===== src/rtl/envelope_follower_pkg.sv =====
// Shared constants and types for the envelope follower.
//   N_FILTERS   : number of filter-bank bands (default channel count)
//   SHIFT_W     : width of the attack/release shift coefficients
//   env_state_t : sequencer states IDLE -> RECTIFY -> UPDATE -> WRITE
package envelope_follower_pkg;

  localparam int unsigned N_FILTERS = 8;
  localparam int unsigned SHIFT_W   = 5;

  typedef enum logic [1:0] {
    IDLE    = 2'd0,
    RECTIFY = 2'd1,
    UPDATE  = 2'd2,
    WRITE   = 2'd3
  } env_state_t;

endpackage


===== src/rtl/envelope_follower_env_smoother.sv =====
// One-pole attack/release smoother step (purely combinational).
// Ports:
//   mag           in  W   rectified sample, 0 .. 2^(W-1)-1
//   env           in  W   current envelope, 0 .. 2^(W-1)-1
//   attack_shift  in  5   right-shift applied when mag > env
//   release_shift in  5   right-shift applied when mag <= env
//   next_c        out W   updated envelope, stays within [min(mag,env), max(mag,env)]
module envelope_follower_env_smoother
  import envelope_follower_pkg::*;
#(
  parameter int unsigned W = 32
) (
  input  logic [W-1:0]       mag,
  input  logic [W-1:0]       env,
  input  logic [SHIFT_W-1:0] attack_shift,
  input  logic [SHIFT_W-1:0] release_shift,
  output logic [W-1:0]       next_c
);

  localparam int unsigned XW = W + 1;

  logic signed [XW-1:0] mag_x;
  logic signed [XW-1:0] env_x;
  logic signed [XW-1:0] diff_x;
  logic signed [XW-1:0] step_x;
  logic signed [XW-1:0] next_x;

  // Both operands are non-negative, so one extra bit keeps the difference exact;
  // shift 0 degenerates to next = mag.
  always_comb begin
    mag_x  = signed'({1'b0, mag});
    env_x  = signed'({1'b0, env});
    diff_x = '0;
    step_x = '0;
    next_x = env_x;
    if (mag_x > env_x) begin
      diff_x = mag_x - env_x;
      step_x = diff_x >>> attack_shift;
      next_x = env_x + step_x;
    end else begin
      diff_x = env_x - mag_x;
      step_x = diff_x >>> release_shift;
      next_x = env_x - step_x;
    end
  end

  // Result never exceeds 2^(W-1)-1, so dropping the guard bit is lossless.
  assign next_c = W'(next_x);

endmodule


===== src/rtl/envelope_follower.sv =====
// Per-band envelope follower: rectifies each band sample of a frame and runs
// a one-pole attack/release smoother per channel on one shared datapath,
// then publishes all envelopes at once.
// Ports:
//   clk_in            in   system clock
//   rst_n_in          in   synchronous active-low reset
//   valid_in          in   frame strobe (ignored while busy)
//   band_channels     in   N_CH x W signed band samples
//   attack_shift      in   5-bit attack right-shift, captured on accept
//   release_shift     in   5-bit release right-shift, captured on accept
//   envelope_channels out  N_CH x W smoothed envelopes (>= 0), double-buffered
//   valid_out         out  one-cycle pulse when envelope_channels updates
//   busy              out  high while a frame is in progress
//   dropped_count     out  16-bit saturating count of ignored strobes
//                          (only with ENVELOPE_DROP_COUNT_EN defined)
module envelope_follower
  import envelope_follower_pkg::*;
#(
  parameter int unsigned N_CH = N_FILTERS,
  parameter int unsigned W    = 32
) (
  input  logic                      clk_in,
  input  logic                      rst_n_in,
  input  logic                      valid_in,
  input  logic [N_CH-1:0][W-1:0]    band_channels,
  input  logic [SHIFT_W-1:0]        attack_shift,
  input  logic [SHIFT_W-1:0]        release_shift,
  output logic [N_CH-1:0][W-1:0]    envelope_channels,
  output logic                      valid_out,
  output logic                      busy
`ifdef ENVELOPE_DROP_COUNT_EN
  ,
  output logic [15:0]               dropped_count
`endif
);

  localparam int unsigned IDX_W = (N_CH > 1) ? $clog2(N_CH) : 1;
  localparam logic [IDX_W-1:0] LAST_IDX = IDX_W'(N_CH - 1);
  localparam logic [W-1:0]     MOST_NEG = {1'b1, {(W-1){1'b0}}};

  env_state_t                state_q, state_d;
  logic [IDX_W-1:0]          idx_q, idx_d;
  logic [N_CH-1:0][W-1:0]    snap_q, snap_d;
  logic [SHIFT_W-1:0]        atk_q, atk_d;
  logic [SHIFT_W-1:0]        rel_q, rel_d;
  logic [W-1:0]              mag_q, mag_d;
  logic [W-1:0]              next_q, next_d;
  logic [N_CH-1:0][W-1:0]    env_q, env_d;
  logic [N_CH-1:0][W-1:0]    env_out_q, env_out_d;
  logic                      valid_out_q, valid_out_d;
  logic                      busy_q, busy_d;

  logic [W-1:0]              sample_c;
  logic [W-1:0]              rect_c;
  logic [W-1:0]              smooth_next_c;

  // Full-wave rectifier; the most negative code saturates to the largest positive.
  always_comb begin
    sample_c = snap_q[idx_q];
    if (sample_c == MOST_NEG) begin
      rect_c = ~MOST_NEG;
    end else if (sample_c[W-1]) begin
      rect_c = W'(0) - sample_c;
    end else begin
      rect_c = sample_c;
    end
  end

  envelope_follower_env_smoother #(
    .W (W)
  ) u_smoother (
    .mag           (mag_q),
    .env           (env_q[idx_q]),
    .attack_shift  (atk_q),
    .release_shift (rel_q),
    .next_c        (smooth_next_c)
  );

  // Sequencer: three cycles per channel, publish on the last write.
  always_comb begin
    state_d     = state_q;
    idx_d       = idx_q;
    snap_d      = snap_q;
    atk_d       = atk_q;
    rel_d       = rel_q;
    mag_d       = mag_q;
    next_d      = next_q;
    env_d       = env_q;
    env_out_d   = env_out_q;
    valid_out_d = 1'b0;
    busy_d      = busy_q;

    case (state_q)
      IDLE: begin
        if (valid_in) begin
          snap_d  = band_channels;
          atk_d   = attack_shift;
          rel_d   = release_shift;
          idx_d   = '0;
          busy_d  = 1'b1;
          state_d = RECTIFY;
        end
      end
      RECTIFY: begin
        mag_d   = rect_c;
        state_d = UPDATE;
      end
      UPDATE: begin
        next_d  = smooth_next_c;
        state_d = WRITE;
      end
      WRITE: begin
        env_d[idx_q] = next_q;
        if (idx_q == LAST_IDX) begin
          // env_d already holds the word written this cycle.
          env_out_d   = env_d;
          valid_out_d = 1'b1;
          busy_d      = 1'b0;
          state_d     = IDLE;
        end else begin
          idx_d   = idx_q + IDX_W'(1);
          state_d = RECTIFY;
        end
      end
      default: begin
        state_d = IDLE;
      end
    endcase
  end

  always_ff @(posedge clk_in) begin
    if (!rst_n_in) begin
      state_q     <= IDLE;
      idx_q       <= '0;
      snap_q      <= '0;
      atk_q       <= '0;
      rel_q       <= '0;
      mag_q       <= '0;
      next_q      <= '0;
      env_q       <= '0;
      env_out_q   <= '0;
      valid_out_q <= 1'b0;
      busy_q      <= 1'b0;
    end else begin
      state_q     <= state_d;
      idx_q       <= idx_d;
      snap_q      <= snap_d;
      atk_q       <= atk_d;
      rel_q       <= rel_d;
      mag_q       <= mag_d;
      next_q      <= next_d;
      env_q       <= env_d;
      env_out_q   <= env_out_d;
      valid_out_q <= valid_out_d;
      busy_q      <= busy_d;
    end
  end

  assign envelope_channels = env_out_q;
  assign valid_out         = valid_out_q;
  assign busy              = busy_q;

`ifdef ENVELOPE_DROP_COUNT_EN
  logic [15:0] drop_q, drop_d;

  // Saturating count of strobes that arrive while a frame is in flight.
  always_comb begin
    drop_d = drop_q;
    if (valid_in && busy_q && (drop_q != 16'hFFFF)) begin
      drop_d = drop_q + 16'd1;
    end
  end

  always_ff @(posedge clk_in) begin
    if (!rst_n_in) begin
      drop_q <= '0;
    end else begin
      drop_q <= drop_d;
    end
  end

  assign dropped_count = drop_q;
`endif

endmodule


===== config.mk =====
export PLATFORM = sky130hd
export DESIGN_NAME = envelope_follower
export DESIGN_NICKNAME = d
export VERILOG_FILES = /design/src/rtl/envelope_follower_pkg.sv /design/src/rtl/envelope_follower_env_smoother.sv /design/src/rtl/envelope_follower.sv
export SDC_FILE = /design/constraint.sdc
export NUM_CORES = 2
export LEC_CHECK = 0
export ABC_AREA = 1
export BUFFER_PORTS_ARGS = -buffer_cell sky130_fd_sc_hd__buf_4
export CORE_ASPECT_RATIO = 1.5
export CORE_MARGIN = 2
export CORE_UTILIZATION = 54
export CTS_CLUSTER_SIZE = 14
export DETAILED_ROUTE_END_ITERATION = 10
export GPL_TIMING_DRIVEN = 0
export PLACE_DENSITY = 0.85
export SLEW_MARGIN = 15
export SYNTH_ARGS = -nofsm -noshare
export SYNTH_HDL_FRONTEND = slang
export SYNTH_SLANG_ARGS = --single-unit
export TNS_END_PERCENT = 10

===== constraint.sdc =====
create_clock -name clk_in -period 6.63 [get_ports clk_in]
set_input_delay 1.989 -clock clk_in [delete_from_list [all_inputs] [get_ports clk_in]]
set_output_delay 1.989 -clock clk_in [all_outputs]
set_load 0.1 [all_outputs]

* Word-level counts from Yosys, hierarchy flattened
Index checks and enable logic that the tools add are counted.
Storage, ports and cells: bits of input ports 269, bits in registers 849, output and inout bits 258, word-level logic and storage cells 79
Operators by class: add/subtract/negate cells 6, multiplexer cells 20, magnitude comparators 3, reduce and logical (&&, ||, !) cells 8, equal/unequal tests 8, shifts and indexed selects 2
Operators with widths (number):
- $bwmux W256 | 1
- $bmux W32 S3 | 2
- $mux W32 | 6
- $demux W32 S3 | 1
- $sshr A33 B5 Y32 | 2
- $sub A32 B32 Y33 | 2
- $add A32 B32 Y32 | 1
- $eq A32 B32 Y1 const B | 1
- $gt A32 B32 Y1 | 1
- $sub A1 B32 Y32 const A | 1
- $sub A32 B32 Y32 | 1
- $pmux W2 S4 | 1
- $mux W3 | 2
- $ne A2 B2 Y1 const B | 3
- $pmux W3 S2 | 1
- $reduce_and A2 Y1 | 3
- $reduce_and A3 Y1 | 2
- $eq A2 B2 Y1 const B | 2
- $lt A3 B4 Y1 const B | 1
- $mux W1 | 4
- $add A3 B1 Y3 const B | 1
- $eq A3 B3 Y1 const B | 1
- $ge A3 B1 Y1 const B | 1
- $eq A2 B1 Y1 const B | 1
- other kinds (5) | 5

* Logic depth before layout (Yosys ltp)
depth after elaboration 6, gate-level depth with buffers 57

* Hierarchy
Synthesis repeated with hierarchy kept, for this count alone.
Second synthesis, totals: cells, all modules 7956, area total of the unflattened synthesis 49525.0 µm²
By module, submodules not included:
- envelope_follower | area each 38684.6 µm², sequential area each 16996.3 µm², times used 1, cells each 5848
- envelope_follower_env_smoother | area each 10840.4 µm², sequential area each 0.0 µm², times used 1, cells each 2108

* Worst setup path before layout
OpenSTA, ideal clock, no wires.
path kind register to register, start register idx_q[1], end register next_q[30], clock period less this slack 7.053 ns, stages on the path, launching flop included 50, arrival 6.938 ns, setup slack -0.423 ns, setup time 0.115 ns, cells stage by stage dfxtp_1 > inv_1 > nand3_2 > buf_2 > buf_4 > clkbuf_1 > clkbuf_1 > o22ai_1 > a221oi_1 > nand2_1 > ha_1 > buf_4 > nand2_2 > inv_1 > nand2_1 > nor2_1 > a21oi_1 > o21ai_0 > [... 14 more ...] > nand2_1 > a21o_1 > a21o_1 > a21boi_0 > o21ai_0 > nand2_1 > nand2_1 > nand2_1 > nand2_1 > nand2_1 > nand2_1 > a21oi_1 > o21ai_0 > inv_1 > o21ai_0 > xor2_1 > o21ai_0 > inv_1
On the way: cells in the longest elaborated chain, start to end 6
RTL lines:
- from (decl) | RTL line envelope_follower.sv:42 | logic [IDX_W-1:0] idx_q, idx_d;
- from (signal assigned) | RTL line envelope_follower.sv:146 | idx_q <= idx_d;
- $bmux W32 S3 * | RTL line envelope_follower.sv:73 | .env (env_q[idx_q]),
- $mux W32 (not written as such) * | RTL line envelope_follower.sv:73
- $sub A32 B32 Y33, on equally long branches | RTL line envelope_follower_env_smoother.sv:41, envelope_follower_env_smoother.sv:37
- $sshr A33 B5 Y32, on equally long branches | RTL line envelope_follower_env_smoother.sv:42, envelope_follower_env_smoother.sv:38
- $sub A32 B32 Y32 or $add A32 B32 Y32 (tied branches) | RTL line envelope_follower_env_smoother.sv:43, envelope_follower_env_smoother.sv:39
- $mux W32 * | RTL line envelope_follower_env_smoother.sv:36 | if (mag_x > env_x) begin
- to (signal assigned) | RTL line envelope_follower.sv:151 | next_q <= next_d;
- to (decl) | RTL line envelope_follower.sv:47 | logic [W-1:0] next_q, next_d;
Mark *: on every way between the ends. The rest lies on a longest branch, timed or not. The select of a mux whose other input is x is not followed. A chain may end at the register's enable or synchronous reset.

* Worst setup path after layout
start register idx_q[1], end register next_q[31]
Same word-level chain as after synthesis.

==> flow_metrics.tcl <==
set metrics [dict create \
    gp_congestion 1.08 \
    fin_tns_setup_ps -8310 \
    gr-total-overflow 0 \
    syn-num-nets 7837 \
    async_flop_share_pct 0 \
    final_util_pct 71.2 \
    drc_errors 0 \
    fin_cells 9526 \
    avgViaCountPerCell 6.08 \
    die_y_um 370 \
    place_hpwl_mm 181 \
    vias 57885 \
    maxCapViolations 0 \
    synth-seq-area-share_pct 35.3 \
    grt_pass1_vias 53837 \
    cp_data_arrival_time_ps 8000 \
    grt_pass1_wl_mm 338 \
    clkSinkCount 849 \
    netlist_area_um2 48100 \
    hp-class "reg -> reg" \
    synth_warnings 0 \
    clk_pin_slew_ps 70 \
    syn_inst 7452 \
    critical-path-max-stage-delay_ps 400 \
    place.detailed.instances 9134 \
    final-hold-violation-count 0 \
    wl_per_cell_um 25.4 \
    tritoncts "built" \
    grt_usage_pct 50.2 \
    post-route-min-period_ps 7410 \
    post-route-period-util_pct 112 \
    clockBufferDepth 3 \
    drive_gt1_share_pct 21.3 \
    worst-setup-path-type "reg -> reg" \
    crit_required_ps 7220 \
    drt_iter0_drc 7656 \
    cp_common_cell "nand2_1" \
    antenna_left 0 \
    die_x_um 248 \
    outcome "finished, violations left" \
    initial_core_util_pct 54.2 \
    setup_violations 21 \
    dieArea_um2 91500 \
    worst_slack_ps -784 \
    crit_fanout 8 \
    start_kind "register" \
    relSlewSlack_pct 17.7 \
    worst-path-buf-inv 9 \
    cp-end-kind "register" \
    htreeDepth 3 \
    drv_slew 0 \
    nets 8679 \
    ys_types 58 \
    numCtsBuffers 84 \
    synth_edf_count 0 \
    syn_area_per_cell_um2 6.46 \
    hold_slack_ps 455 \
    violations "setup timing" \
    routed_wl_mm 242 \
    tightest_slew_ps 1230 \
    rows 134 \
    dr.pass1.iters 9 \
    path_delay_family "simple AND/OR/NAND/NOR gates" \
    antenna_found_initial 20 \
    clock_latency_ps 730 \
    nFillCells 7452 \
    clock.fmax_mhz 135 \
    area_growth_pct 31.3 \
    grt_max_degree 26 \
    cp_slowest_cell "dfxtp_4" \
    finalClockSkew_ps 48.9 \
    core_region_area_um2 88700 \
    grt_setup_unrepaired "yes" \
    portBuffers 525 \
    ys.flop_type "dfxtp_1" \
    cts-root-buf "clkbuf_16" \
    ys_seq_elements 849 \
    io_pins 527 \
]
## layout by cell type (no fill, tap or decap), drive strengths merged, types with 5 or more instances in the layout
cell type	n
nor2	1261
o21ai	1250
inv	1178
nand2	1087
buf	870
dfxtp	849
clkbuf	452
a21oi	410
nand3	295
ha	113
a221oi	102
o22ai	97
xor2	72
nand4	53
clkinv	45
xnor2	33
a22oi	26
a31oi	17
o211ai	14
nor3	13
diode	12
or2	12
a21boi	12
bufinv	10
mux2i	9
a22o	8
o221ai	8
a211oi	8
o2111ai	8
o21bai	8
o21a	7
a21o	5
nor4	5
## worst paths after layout
| path | startpoint | endpoint | slack (ps) | cells after the start |
|---|---|---|---|---|
| min reg2reg | snap_q[175]$_SDFFE_PN0P_ | snap_q[175]$_SDFFE_PN0P_ | 460 | 2 |
| min | snap_q[175]$_SDFFE_PN0P_ | snap_q[175]$_SDFFE_PN0P_ | 460 | 2 |
| max reg2reg | idx_q[1]$_SDFFE_PN0P_ | next_q[31]$_SDFFE_PN0N_ | -780 | 45 |
| max | idx_q[1]$_SDFFE_PN0P_ | next_q[31]$_SDFFE_PN0N_ | -780 | 45 |
## worst min-delay path, delay by kind of cell, from the launching register on
family	cells	cell delay (ps)
buffers and inverters	1	60
AOI/OAI and AO/OA	1	50
DFF	1	300
## final cells by class
class                           instances  area (um2)  area share [%]
Buffer                                439        2300            3.65
Clock buffer                          108        2300            3.65
Sequential cell                       849       17000            26.9
Clock inverter                         42         618           0.978
Timing Repair inverter                  1        6.26         0.00990
Timing Repair Buffer                  777        6180            9.79
Multi-Input combinational cell       4948       28700            45.4
Tap cell                             1156        1450            2.29
Inverter                             1194        4570            7.24
Antenna cell                           12        30.0          0.0475
## stage by stage
step | area [um2] | setup slack (ps)
after floorplan | 48100 | -56.8
after global placement | 53500 | -4330
after detailed placement | 53500 | -4310
after CTS | 60900 | -459
after global routing | 63200 | -852
final | 63200 | -784
## repair_timing
action,CTS,global route
resized for setup,718,392
hold buffers,0,0
endpoints found under the setup margin,32,25
buffers inserted,161,82
pin swaps,181,215
gates cloned,6,4
## cells by family (layout without fill, tap and decap cells)
kind of cell | after synthesis | after routing | synth area share (%)
XOR/XNOR | 105 | 105 | 1.91
multiplexers | 9 | 9 | 0.187
AO/OA/AOI/OAI | 1985 | 1985 | 22.5
adder cells (fa/ha/maj) | 116 | 116 | 3.06
other | 0 | 12 | 0
buffers and inverters | 1655 | 2561 | 13.2
AND/OR/NAND/NOR | 2733 | 2733 | 23.8
flip-flops | 849 | 849 | 35.3
## state kept, by name, indices dropped and copies added (netlist names)
name,flops
env_q,256
state_q,2
idx_q,3
snap_q,256
rel_q,5
valid_out,1
envelope_channels,256
mag_q,32
atk_q,5
busy,1
next_q,32
## cells in the mapped netlist, types with 9 or more instances
cell type	instances	share of area [%]
o21ai_0	1241	13
nor2_1	1222	9.5
inv_1	1142	8.9
nand2_1	1035	8.1
dfxtp_1	849	35
a21oi_1	407	4.2
clkbuf_1	355	2.8
nand3_1	261	2.7
ha_1	113	2.9
o22ai_1	97	1.3
a221oi_1	91	1.7
xor2_1	72	1.3
buf_1	53	0.41
nand4_1	52	0.68
nand2_2	44	0.57
inv_2	35	0.27
nand3_2	33	0.69
xnor2_1	33	0.60
buf_2	32	0.33
nor2_2	27	0.35
a22oi_1	26	0.41
a31oi_1	17	0.22
clkinv_1	17	0.13
buf_4	15	0.23
o211ai_1	14	0.22
or2_2	12	0.16
a221oi_2	11	0.34
nor2_4	11	0.26
mux2i_1	9	0.19
o21ai_1	9	0.094
## metal layers
metal	wire, um	up-vias	global-route usage (%)	part of all wire, %
met4	30200	12	49.1	12
met2	105000	4238	78.4	43
met1	77100	26555	53.7	32
met5	89	-	0	0.037
met3	29300	1476	13.9	12
li1	-	25604	-	-
Power is left out: the tool's default activity adds up to more than one toggle a clock period on the data nets, which glitch-free logic cannot reach.
